==> config.mk <==
export PLATFORM = sky130hd
export DESIGN_NAME = piece_dropper_flat
export DESIGN_NICKNAME = d
export VERILOG_FILES = /design/src/rtl/connect4_pkg.sv /design/src/rtl/piece_dropper_if.sv /design/src/rtl/ram_read_wait.sv /design/src/rtl/piece_dropper.sv /design/src/flat_wrapper.sv
export SDC_FILE = /design/constraint.sdc
export NUM_CORES = 1
export LEC_CHECK = 0
export ABC_AREA = 1
export CORE_AREA = 4 4 63 65
export CTS_BUF_LIST = sky130_fd_sc_hd__clkbuf_16
export CTS_CLUSTER_DIAMETER = 30
export CTS_CLUSTER_SIZE = 10
export DETAILED_ROUTE_END_ITERATION = 10
export DIE_AREA = 0 0 67 69
export PLACE_DENSITY = 0.89
export SKIP_LAST_GASP = 1
export SYNTH_ARGS = -nofsm -noshare
export SYNTH_HDL_FRONTEND = slang
export SYNTH_SLANG_ARGS = --single-unit
==> constraint.sdc <==
create_clock -name clk -period 3.8 [get_ports clk]
set_input_delay 1.14 -clock clk [delete_from_list [all_inputs] [get_ports clk]]
set_output_delay 1.14 -clock clk [all_outputs]
set_load 0.03 [all_outputs]
==> src/rtl/connect4_pkg.sv <==
// Shared Connect-4 board constants, cell codes and the dropper state encoding.
// BOARD_CLEAR_EN adds the CLEAR state used by the board-clear feature.
package connect4_pkg;

  localparam int BOARD_BASE = 7;
  localparam int BOARD_COLS = 7;
  localparam int BOARD_ROWS = 6;
  localparam int BOARD_LAST = 48;

  localparam logic [1:0] CELL_EMPTY = 2'b00;
  localparam logic [1:0] CELL_P1    = 2'b01;
  localparam logic [1:0] CELL_P2    = 2'b10;

  typedef enum logic [2:0] {
    ST_IDLE,
    ST_READ,
    ST_WRITE,
    ST_CHECK,
    ST_DONE,
    ST_FAIL
`ifdef BOARD_CLEAR_EN
    , ST_CLEAR
`endif
  } drop_state_t;

  // Address of the bottom-row cell of a column; scanning moves up from here.
  function automatic logic [5:0] bottom_addr(input int base, input int cols,
                                             input int rows, input logic [2:0] col);
    return 6'(base + (rows - 1) * cols) + {3'b000, col};
  endfunction

endpackage

==> src/rtl/piece_dropper_if.sv <==
// Drop request, win-checker handshake and board RAM port of the piece dropper.
// The dropper is the slave; the game controller / RAM side is the master.
interface piece_dropper_if;
  logic       drop_req;
  logic [2:0] column;
  logic [1:0] player;
  logic       game_over;
  logic [1:0] q;
  logic [5:0] ram_addr;
  logic [1:0] ram_data;
  logic       ram_wren;
  logic       check_start;
  logic       check_complete;
  logic       busy;
  logic       drop_done;
  logic       drop_fail;
  logic [5:0] placed_addr;
  logic       clear_req;
  logic       clear_done;

  modport slave (
    input  drop_req, column, player, game_over, q, check_complete, clear_req,
    output ram_addr, ram_data, ram_wren, check_start, busy, drop_done,
           drop_fail, placed_addr, clear_done
  );

  modport master (
    output drop_req, column, player, game_over, q, check_complete, clear_req,
    input  ram_addr, ram_data, ram_wren, check_start, busy, drop_done,
           drop_fail, placed_addr, clear_done
  );
endinterface

==> src/rtl/ram_read_wait.sv <==
// Load/count-down timer: done is high in the RD_LAT-th cycle after a load,
// which is the cycle in which the RAM read data is valid.
module ram_read_wait #(
  parameter int RD_LAT = 3
) (
  input  logic clk,
  input  logic resetn,
  input  logic load,
  output logic done
);

  logic [2:0] cnt;

  always_ff @(posedge clk or negedge resetn) begin
    if (!resetn) begin
      cnt <= 3'd0;
    end else if (load) begin
      cnt <= 3'(RD_LAT);
    end else if (cnt != 3'd0) begin
      cnt <= cnt - 3'd1;
    end
  end

  assign done = (cnt == 3'd1);

endmodule

==> src/rtl/piece_dropper.sv <==
// Connect-4 board writer: scans a column bottom-up for the lowest empty cell,
// writes the player's code, then runs the win checker. Optional BOARD_CLEAR_EN.
module piece_dropper
  import connect4_pkg::*;
#(
  parameter int RD_LAT    = 3,
  parameter int BASE_ADDR = BOARD_BASE,
  parameter int COLS      = BOARD_COLS,
  parameter int ROWS      = BOARD_ROWS
) (
  input  logic           clk,
  input  logic           resetn,
  piece_dropper_if.slave bus
);

  drop_state_t state;
  logic [5:0]  addr;
  logic [2:0]  row;
  logic [1:0]  player_q;
  logic [5:0]  ram_addr_r;
  logic [1:0]  ram_data_r;
  logic        ram_wren_r;
  logic        check_start_r;
  logic        busy_r;
  logic        drop_done_r;
  logic        drop_fail_r;
  logic [5:0]  placed_addr_r;
  logic        clear_go;
  logic        request_ok;
  logic        rd_done;
  logic        rd_load;
  logic        cell_taken;

  assign request_ok = (bus.column <= 3'(COLS - 1)) && !bus.game_over &&
                      ((bus.player == CELL_P1) || (bus.player == CELL_P2));
  assign cell_taken = (bus.q != CELL_EMPTY);

  // The timer is (re)loaded on acceptance and whenever the scan moves one row up.
  assign rd_load = ((state == ST_IDLE) && bus.drop_req && request_ok && !clear_go) ||
                   ((state == ST_READ) && rd_done && cell_taken && (row != 3'd0));

  ram_read_wait #(.RD_LAT(RD_LAT)) u_wait (
    .clk    (clk),
    .resetn (resetn),
    .load   (rd_load),
    .done   (rd_done)
  );

`ifdef BOARD_CLEAR_EN
  logic clear_done_r;
  assign clear_go       = bus.clear_req;
  assign bus.clear_done = clear_done_r;
`else
  logic unused_clear_req;
  assign clear_go         = 1'b0;
  assign unused_clear_req = bus.clear_req;
  assign bus.clear_done   = 1'b0;
`endif

  always_ff @(posedge clk or negedge resetn) begin
    if (!resetn) begin
      state         <= ST_IDLE;
      addr          <= 6'd0;
      row           <= 3'd0;
      player_q      <= CELL_EMPTY;
      ram_addr_r    <= 6'd0;
      ram_data_r    <= CELL_EMPTY;
      ram_wren_r    <= 1'b0;
      check_start_r <= 1'b0;
      busy_r        <= 1'b0;
      drop_done_r   <= 1'b0;
      drop_fail_r   <= 1'b0;
      placed_addr_r <= 6'd0;
`ifdef BOARD_CLEAR_EN
      clear_done_r  <= 1'b0;
`endif
    end else begin
      drop_done_r <= 1'b0;
      drop_fail_r <= 1'b0;
`ifdef BOARD_CLEAR_EN
      clear_done_r <= 1'b0;
`endif
      case (state)
        ST_IDLE: begin
`ifdef BOARD_CLEAR_EN
          if (clear_go) begin
            state      <= ST_CLEAR;
            busy_r     <= 1'b1;
            ram_addr_r <= 6'd0;
            ram_data_r <= CELL_EMPTY;
            ram_wren_r <= 1'b1;
          end else
`endif
          if (bus.drop_req) begin
            busy_r <= 1'b1;
            if (!request_ok) begin
              state       <= ST_FAIL;
              drop_fail_r <= 1'b1;
            end else begin
              state      <= ST_READ;
              player_q   <= bus.player;
              row        <= 3'(ROWS - 1);
              addr       <= bottom_addr(BASE_ADDR, COLS, ROWS, bus.column);
              ram_addr_r <= bottom_addr(BASE_ADDR, COLS, ROWS, bus.column);
            end
          end
        end
        ST_READ: begin
          if (rd_done) begin
            if (!cell_taken) begin
              state      <= ST_WRITE;
              ram_wren_r <= 1'b1;
              ram_data_r <= player_q;
            end else if (row == 3'd0) begin
              state       <= ST_FAIL;
              drop_fail_r <= 1'b1;
              ram_addr_r  <= 6'd0;
            end else begin
              row        <= row - 3'd1;
              addr       <= addr - 6'(COLS);
              ram_addr_r <= addr - 6'(COLS);
            end
          end
        end
        // Port is released here so the win checker can drive the RAM.
        ST_WRITE: begin
          state         <= ST_CHECK;
          ram_wren_r    <= 1'b0;
          ram_data_r    <= CELL_EMPTY;
          ram_addr_r    <= 6'd0;
          placed_addr_r <= addr;
          check_start_r <= 1'b1;
        end
        ST_CHECK: begin
          if (bus.check_complete) begin
            state         <= ST_DONE;
            check_start_r <= 1'b0;
            drop_done_r   <= 1'b1;
          end
        end
        ST_DONE, ST_FAIL: begin
          state  <= ST_IDLE;
          busy_r <= 1'b0;
        end
`ifdef BOARD_CLEAR_EN
        ST_CLEAR: begin
          if (ram_addr_r == 6'(BOARD_LAST)) begin
            state        <= ST_IDLE;
            busy_r       <= 1'b0;
            ram_wren_r   <= 1'b0;
            ram_addr_r   <= 6'd0;
            clear_done_r <= 1'b1;
          end else begin
            ram_addr_r <= ram_addr_r + 6'd1;
          end
        end
`endif
        default: begin
          state <= ST_IDLE;
        end
      endcase
    end
  end

  assign bus.ram_addr    = ram_addr_r;
  assign bus.ram_data    = ram_data_r;
  assign bus.ram_wren    = ram_wren_r;
  assign bus.check_start = check_start_r;
  assign bus.busy        = busy_r;
  assign bus.drop_done   = drop_done_r;
  assign bus.drop_fail   = drop_fail_r;
  assign bus.placed_addr = placed_addr_r;

endmodule
==> src/flat_wrapper.sv <==
// flat-port wrapper written by rule: the top's interface ports become plain ports
module piece_dropper_flat import connect4_pkg::*;
#(
  parameter int RD_LAT    = 3,
  parameter int BASE_ADDR = BOARD_BASE,
  parameter int COLS      = BOARD_COLS,
  parameter int ROWS      = BOARD_ROWS
)
  (clk, resetn, bus_drop_req, bus_column, bus_player, bus_game_over, bus_q, bus_check_complete, bus_clear_req, bus_ram_addr, bus_ram_data, bus_ram_wren, bus_check_start, bus_busy, bus_drop_done, bus_drop_fail, bus_placed_addr, bus_clear_done);
  piece_dropper_if bus_i ();
  input  logic clk;
  input  logic resetn;
  input wire logic [$bits(bus_i.drop_req)-1:0] bus_drop_req;
  input wire logic [$bits(bus_i.column)-1:0] bus_column;
  input wire logic [$bits(bus_i.player)-1:0] bus_player;
  input wire logic [$bits(bus_i.game_over)-1:0] bus_game_over;
  input wire logic [$bits(bus_i.q)-1:0] bus_q;
  input wire logic [$bits(bus_i.check_complete)-1:0] bus_check_complete;
  input wire logic [$bits(bus_i.clear_req)-1:0] bus_clear_req;
  output wire logic [$bits(bus_i.ram_addr)-1:0] bus_ram_addr;
  output wire logic [$bits(bus_i.ram_data)-1:0] bus_ram_data;
  output wire logic [$bits(bus_i.ram_wren)-1:0] bus_ram_wren;
  output wire logic [$bits(bus_i.check_start)-1:0] bus_check_start;
  output wire logic [$bits(bus_i.busy)-1:0] bus_busy;
  output wire logic [$bits(bus_i.drop_done)-1:0] bus_drop_done;
  output wire logic [$bits(bus_i.drop_fail)-1:0] bus_drop_fail;
  output wire logic [$bits(bus_i.placed_addr)-1:0] bus_placed_addr;
  output wire logic [$bits(bus_i.clear_done)-1:0] bus_clear_done;
  assign bus_i.drop_req = bus_drop_req;
  assign bus_i.column = bus_column;
  assign bus_i.player = bus_player;
  assign bus_i.game_over = bus_game_over;
  assign bus_i.q = bus_q;
  assign bus_i.check_complete = bus_check_complete;
  assign bus_i.clear_req = bus_clear_req;
  assign bus_ram_addr = bus_i.ram_addr;
  assign bus_ram_data = bus_i.ram_data;
  assign bus_ram_wren = bus_i.ram_wren;
  assign bus_check_start = bus_i.check_start;
  assign bus_busy = bus_i.busy;
  assign bus_drop_done = bus_i.drop_done;
  assign bus_drop_fail = bus_i.drop_fail;
  assign bus_placed_addr = bus_i.placed_addr;
  assign bus_clear_done = bus_i.clear_done;
  piece_dropper #(.RD_LAT(RD_LAT), .BASE_ADDR(BASE_ADDR), .COLS(COLS), .ROWS(ROWS)) u_core (.clk(clk), .resetn(resetn), .bus(bus_i));
endmodule
==> results.toml, run 1 <==
[place]
finalWeightedCongestion = 0.8928
placedCellCount = 298
place_hpwl_um = 2764
io_buffers = 30

[global_route]
first_global_vias = 1569
grt_pass1_wl_um = 7217
grt_antenna_before_repair = 0
grt_usage_pct = 20.37
overflow = 0
grt_max_degree = 37

[layout]
syn_to_final_growth_pct = 26.96
fin_cells = 306
finalNetCount = 279
drive_above_1_share_pct = 8.846
postLayoutCoreUtil_pct = 69.93
diodes = 0

[synth]
yosys_warnings = 0
synth_cell_types = 27
synthesis.area_um2 = 1838
avgSynthCellArea_um2 = 8.097
ys_seq_elements = 36
syn_nets = 247
seq_area_frac_synth_pct = 49.01
synthCells = 227

[worst_setup_path]
crit_required_ns = 4.01
end_kind = "flip-flop"
critPathLaunchType = "input port"
startpoint = "bus_column[1]"
crit_type = "input port to flip-flop"
crit_arrival_ns = 3.00
reg2reg_from = "u_core.state[1]"
cp_max_fo = 11

[timing]
whs_ns = 0.4728
final_max_slew_viol_count = 0
final_hold_viol_count = 0
min_period_over_period_pct = 73.18
relSlewSlack_pct = 64.89
fmax_ghz = 0.3596
setup_viol = 0
rsz0062_at_grt = "false"
finClkSkew_ns = 0.003952
period_needed_ns = 2.781
finalSetupTns_ns = 0
tightest_slew_ns = 0.5250

[route]
wire_per_inst_um = 13.11
drt_iter0_markers = 113
drt-total-wl_um = 4011
ant_nets = 0
vias = 1566
routed_via_density = 5.118
firstDrtPassIters = 4
drc = 0

[pwr]
p_leak_nw = 1.218
cellPowerDensity_nw_per_um2 = 896.0
peakVddDrop_uv = 495.8

[cts]
cts.sinks = 36
tritoncts = "yes"
cts_root_buf = "clkbuf_16"
clk_latency_ns = 0.28
cts_setup_buffers = 0
clkTransAtPathRegs_ns = 0.05
ctsLongestPathBuffers = 2
numCtsBuffers = 5
cts_resized = 0
h-tree-depth = 2
cts_hold_buffers = 0

[floorplanning]
die_area_um2 = 4623
start_util_pct = 55.08
ios = 33
die_y_um = 69
core_area_um2 = 3337
fp-row-count = 21
fp.dieW_um = 67

[worst_hold_path]
hold_start = "u_core.bus.ram_addr[1]"
hp-class = "flip-flop to flip-flop"

[outcome]
outcome = "finished clean"

[run]
cap_violations = 0
[power breakdown]
part | switching (mW) | internal [mW] | total (mW)
logic | 0.602 | 0.373 | 0.975
registers | 0.112 | 0.546 | 0.657
clock network | 0.151 | 0.308 | 0.458
[through the flow]
step                      setup slack (ns)  instance area (um^2)  power [mW]
after detailed placement            0.7640                  2166       1.615
after floorplan                      1.670                  1838       1.321
final                                1.019                  2333       2.091
after global routing                0.7887                  2333       2.257
after CTS                            1.019                  2333       2.097
after global placement              0.8057                  2166       1.573
[worst max-delay path, cell delays in order]
cell and delay [ns]:
clkdlybuf4s50_1 0.44, ha_1 0.24, nand2_1 0.11, nand4_1 0.44
nand2_2 0.40, nand2_1 0.13, nand2_1 0.09
[flip-flops by register name, indices dropped and copies added (netlist names)]
signal / count
u_core.bus.ram_addr: 6
u_core.bus.check_start: 1
u_core.bus.ram_data: 2
u_core.bus.placed_addr: 6
u_core.bus.drop_done: 1
u_core.row: 3
u_core.u_wait.cnt: 3
u_core.bus.ram_wren: 1
u_core.state: 3
u_core.bus.drop_fail: 1
u_core.addr: 6
u_core.bus.busy: 1
u_core.player_q: 2
[metal layers]
metal | share of wire, % | track usage (%) | up-vias
met5 | 0 | 0 | -
met4 | 1.5 | 7.883 | 0
met3 | 5.9 | 5.357 | 5
met2 | 51 | 31.99 | 59
met1 | 42 | 26.42 | 730
li1 | - | - | 772
[synth_stat cells]
library cell	instances	area, um^2
dfrtp_1	36	900.9
conb_1	1	3.750
nand2_4	1	11.26
nand4_1	2	12.51
o21ai_0	13	65.06
buf_2	3	15.01
a21oi_1	2	10.01
nor2_2	1	6.260
nor2_1	16	60.06
nand2_1	76	285.3
buf_6	1	11.26
xor2_1	2	17.52
or2_2	3	18.77
nand3_1	23	115.1
mux2i_1	1	10.01
or2_1	1	6.260
clkbuf_1	1	3.750
o21a_1	2	15.01
buf_4	1	7.510
nor2_4	2	22.52
inv_4	1	6.260
inv_1	23	86.33
or2_4	1	8.760
o21ai_2	1	8.760
nand2_2	4	25.02
xnor2_1	2	17.52
ha_1	7	87.58
[path summary, 6_finish.rpt]
kind                                     endpoint  slack, ns  cells after the start
max                        u_core.bus.ram_addr[2]       1.02                      7
min                        u_core.bus.ram_addr[1]       0.47                      2
max reg2reg                u_core.bus.ram_addr[2]       1.83                      7
min reg2reg                u_core.bus.ram_addr[1]       0.47                      2
max in group asynchronous  u_core.bus.ram_addr[3]       2.21                      2
min in group asynchronous    u_core.bus.drop_done       1.28                      2
[layout make-up]
class                   count  area [um^2]
clock inverters             3        42.54
well taps                  46        57.56
repair buffers             31        307.8
inverters                  24        92.59
flip-flops and latches     36        900.9
fillers                   265         1003
clock buffers               5        125.1
multi-input cells         161        807.0
[cell families (layout without fill, tap and decap cells)]
group	after synthesis	after routing	synth area share [%]
muxes	1	1	0.5446
adders and majority gates	7	7	4.765
other	1	1	0.2040
and+or+nand+nor	130	130	31.11
xor gates and xnor gates	4	4	1.906
DFF	36	36	49.01
AOI/OAI and AO/OA	18	18	5.378
buffers and inverters	30	63	7.079
[layout by cell type (no fill, tap or decap)]
cell / instances
nand2_4: 1
o21ai_2: 1
or2_4: 1
conb_1: 1
o21ai_0: 13
xnor2_1: 2
mux2i_1: 1
nand4_1: 2
dfrtp_1: 36
nand2_1: 76
ha_1: 7
clkinvlp_4: 1
buf_4: 1
clkdlybuf4s50_1: 30
a21oi_1: 2
nor2_2: 1
or2_1: 1
or2_2: 3
bufinv_16: 1
nand2_2: 4
inv_1: 23
inv_4: 1
clkbuf_16: 5
o21a_1: 2
nor2_4: 2
nor2_1: 16
nand3_1: 23
clkinv_2: 1
xor2_1: 2
Note: power is estimated with default switching activity, not from simulation.
==> inputs of run 2 (changes only) <==
CORE_AREA = 4 4 65 67   (was 4 4 63 65)
DIE_AREA = 0 0 69 71   (was 0 0 67 69)
PLACE_DENSITY = 0.85   (was 0.89)
clock period = 2.8 ns   (was 3.8 ns; I/O delays follow)
==> run 2 against run 1 <==
Effect of this change:
- count of clock-buffer cells in the layout did not move
- global-route usage down 3.4 points
- total power grew 29%
- flip-flop and latch count unchanged
- combinational power rose by 33%
==> results.toml, run 2 (synthesis results as in run 1) <==
[cts]
cts_resized = 0
numCtsBuffers = 5
clkTransAtPathRegs_ns = 0.05
ctsLongestPathBuffers = 2
cts_root_buf = "clkbuf_16"
cts.sinks = 36
cts_setup_buffers = 0
cts_hold_buffers = 0
clk_latency_ns = 0.28
h-tree-depth = 2
tritoncts = "yes"

[route]
vias = 1544
drt-total-wl_um = 3681
wl_met2_um = 1785
drc = 0
ant_nets = 0
routed.top_layer = "met4"
route.met3.wl_um = 164
wire_per_inst_um = 11.91
routed_via_density = 4.997
firstDrtPassIters = 4
wl_met1_um = 1641
drt_iter0_markers = 75

[floorplanning]
core_area_um2 = 3633
start_util_pct = 50.59
die_y_um = 71
ios = 33
die_area_um2 = 4899
fp-row-count = 22
fp.dieW_um = 69

[layout]
diodes = 0
mostFrequentLayoutCells = "nand2_1 (76), dfrtp_1 (36), clkdlybuf4s50_1 (30)"
syn_to_final_growth_pct = 26.07
drive_above_1_share_pct = 8.812
fin_cells = 309
final_common_cell = "nand2_1"
finalNetCount = 281

[timing]
finalSetupTns_ns = 0
final_max_slew_viol_count = 0
fin_ws_ns = 0.6655
rsz0062_at_grt = "false"
period_needed_ns = 2.135
final_hold_viol_count = 0
min_period_over_period_pct = 76.23
fmax_ghz = 0.4685
finClkSkew_ns = 0.002409
setup_viol = 0

[worst_setup_path]
cp_max_fo = 2
slowest_delay_ns = 0.68
critPathLaunchType = "flip-flop"
crit_required_ns = 1.96
end_kind = "primary output"
path_buf_inv = 1
cpMaxStageDelayCell = "clkdlybuf4s50_1"
crit_type = "flip-flop to primary output"
crit_chain = "clkdlybuf4s50_1"
crit_arrival_ns = 1.29
critPathTopFamily = "buffers and inverters"

[pwr]
cellInternalPower_mw = 1.569
p_leak_nw = 1.217
p_switching_mw = 1.129
peakVddDrop_uv = 415.1
power_mw = 2.697
pwr-share-clk_pct = 18.9
pwr-share-comb_pct = 48.4
swShare_pct = 41.84
seqPwrFrac_pct = 32.8
cellPowerDensity_nw_per_um2 = 1164

[place]
dp_slack_ns = 0.3894
io_buffers = 30
place_hpwl_um = 2648
finalWeightedCongestion = 0.8944
placedCellCount = 302

[global_route]
first_global_vias = 1510
grt_pass1_wl_um = 6665
grt_antenna_before_repair = 0
overflow = 0
grt_max_degree = 37
grt_usage_pct = 16.96

[worst_hold_path]
hp-class = "flip-flop to flip-flop"

[outcome]
outcome = "finished clean"

[run]
cap_violations = 0
-- run 2: metal layers --
| layer | GRT usage (%) | up-vias |
|---|---|---|
| met1 | 20.70 | 720 |
| li1 | - | 781 |
| met5 | 0 | - |
| met3 | 4.261 | 9 |
| met4 | 8.243 | 0 |
| met2 | 28.07 | 34 |
-- run 2: power by group through the flow --
| stage | clock (mW) | sequential [mW] | combinational, mW |
|---|---|---|---|
| 3_5_place_dp | 0 | 0.891 | 1.30 |
| 2_1_floorplan | 0 | 1.08 | 0.715 |
| 5_1_grt | 0.537 | 0.916 | 1.47 |
| 3_3_place_gp | 0 | 0.883 | 1.26 |
| 4_1_cts | 0.516 | 0.886 | 1.32 |
| 6_report | 0.509 | 0.884 | 1.30 |
-- run 2: cell type report --
cell class	instances	area, um^2
clock buffer	5	125.1
clock inverter	2	8.758
fill	313	1316
inverter	24	92.59
multi-input combinational	161	807.0
sequential	36	900.9
tap	48	60.06
timing repair buffer	33	322.8
-- run 2: through the flow --
| stage | cell area (um^2) | hold WS [ns] | util, % |
|---|---|---|---|
| floorplan | 1838 | 0.4498 | - |
| global placement | 2183 | 0.4553 | 60.09 |
| detailed placement | 2183 | 0.4621 | 60.09 |
| CTS | 2317 | 0.4720 | 63.77 |
| global route | 2317 | 0.5009 | 63.77 |
| finish | 2317 | 0.4677 | 63.77 |
-- run 2: path summary, 6_finish.rpt --
path	startpoint	to	slack, ns	cells past startpoint
worst max-delay path	u_core.bus.ram_addr[4]	bus_ram_addr[4]	0.67	1
worst min-delay path	u_core.bus.ram_addr[1]	u_core.bus.ram_addr[1]	0.47	2
worst max register to register	u_core.state[1]	u_core.bus.ram_addr[2]	1.18	9
worst min register to register	u_core.bus.ram_addr[1]	u_core.bus.ram_addr[1]	0.47	2
max in group asynchronous	resetn	u_core.bus.placed_addr[5]	1.50	2
min in group asynchronous	resetn	u_core.bus.drop_fail	0.98	2
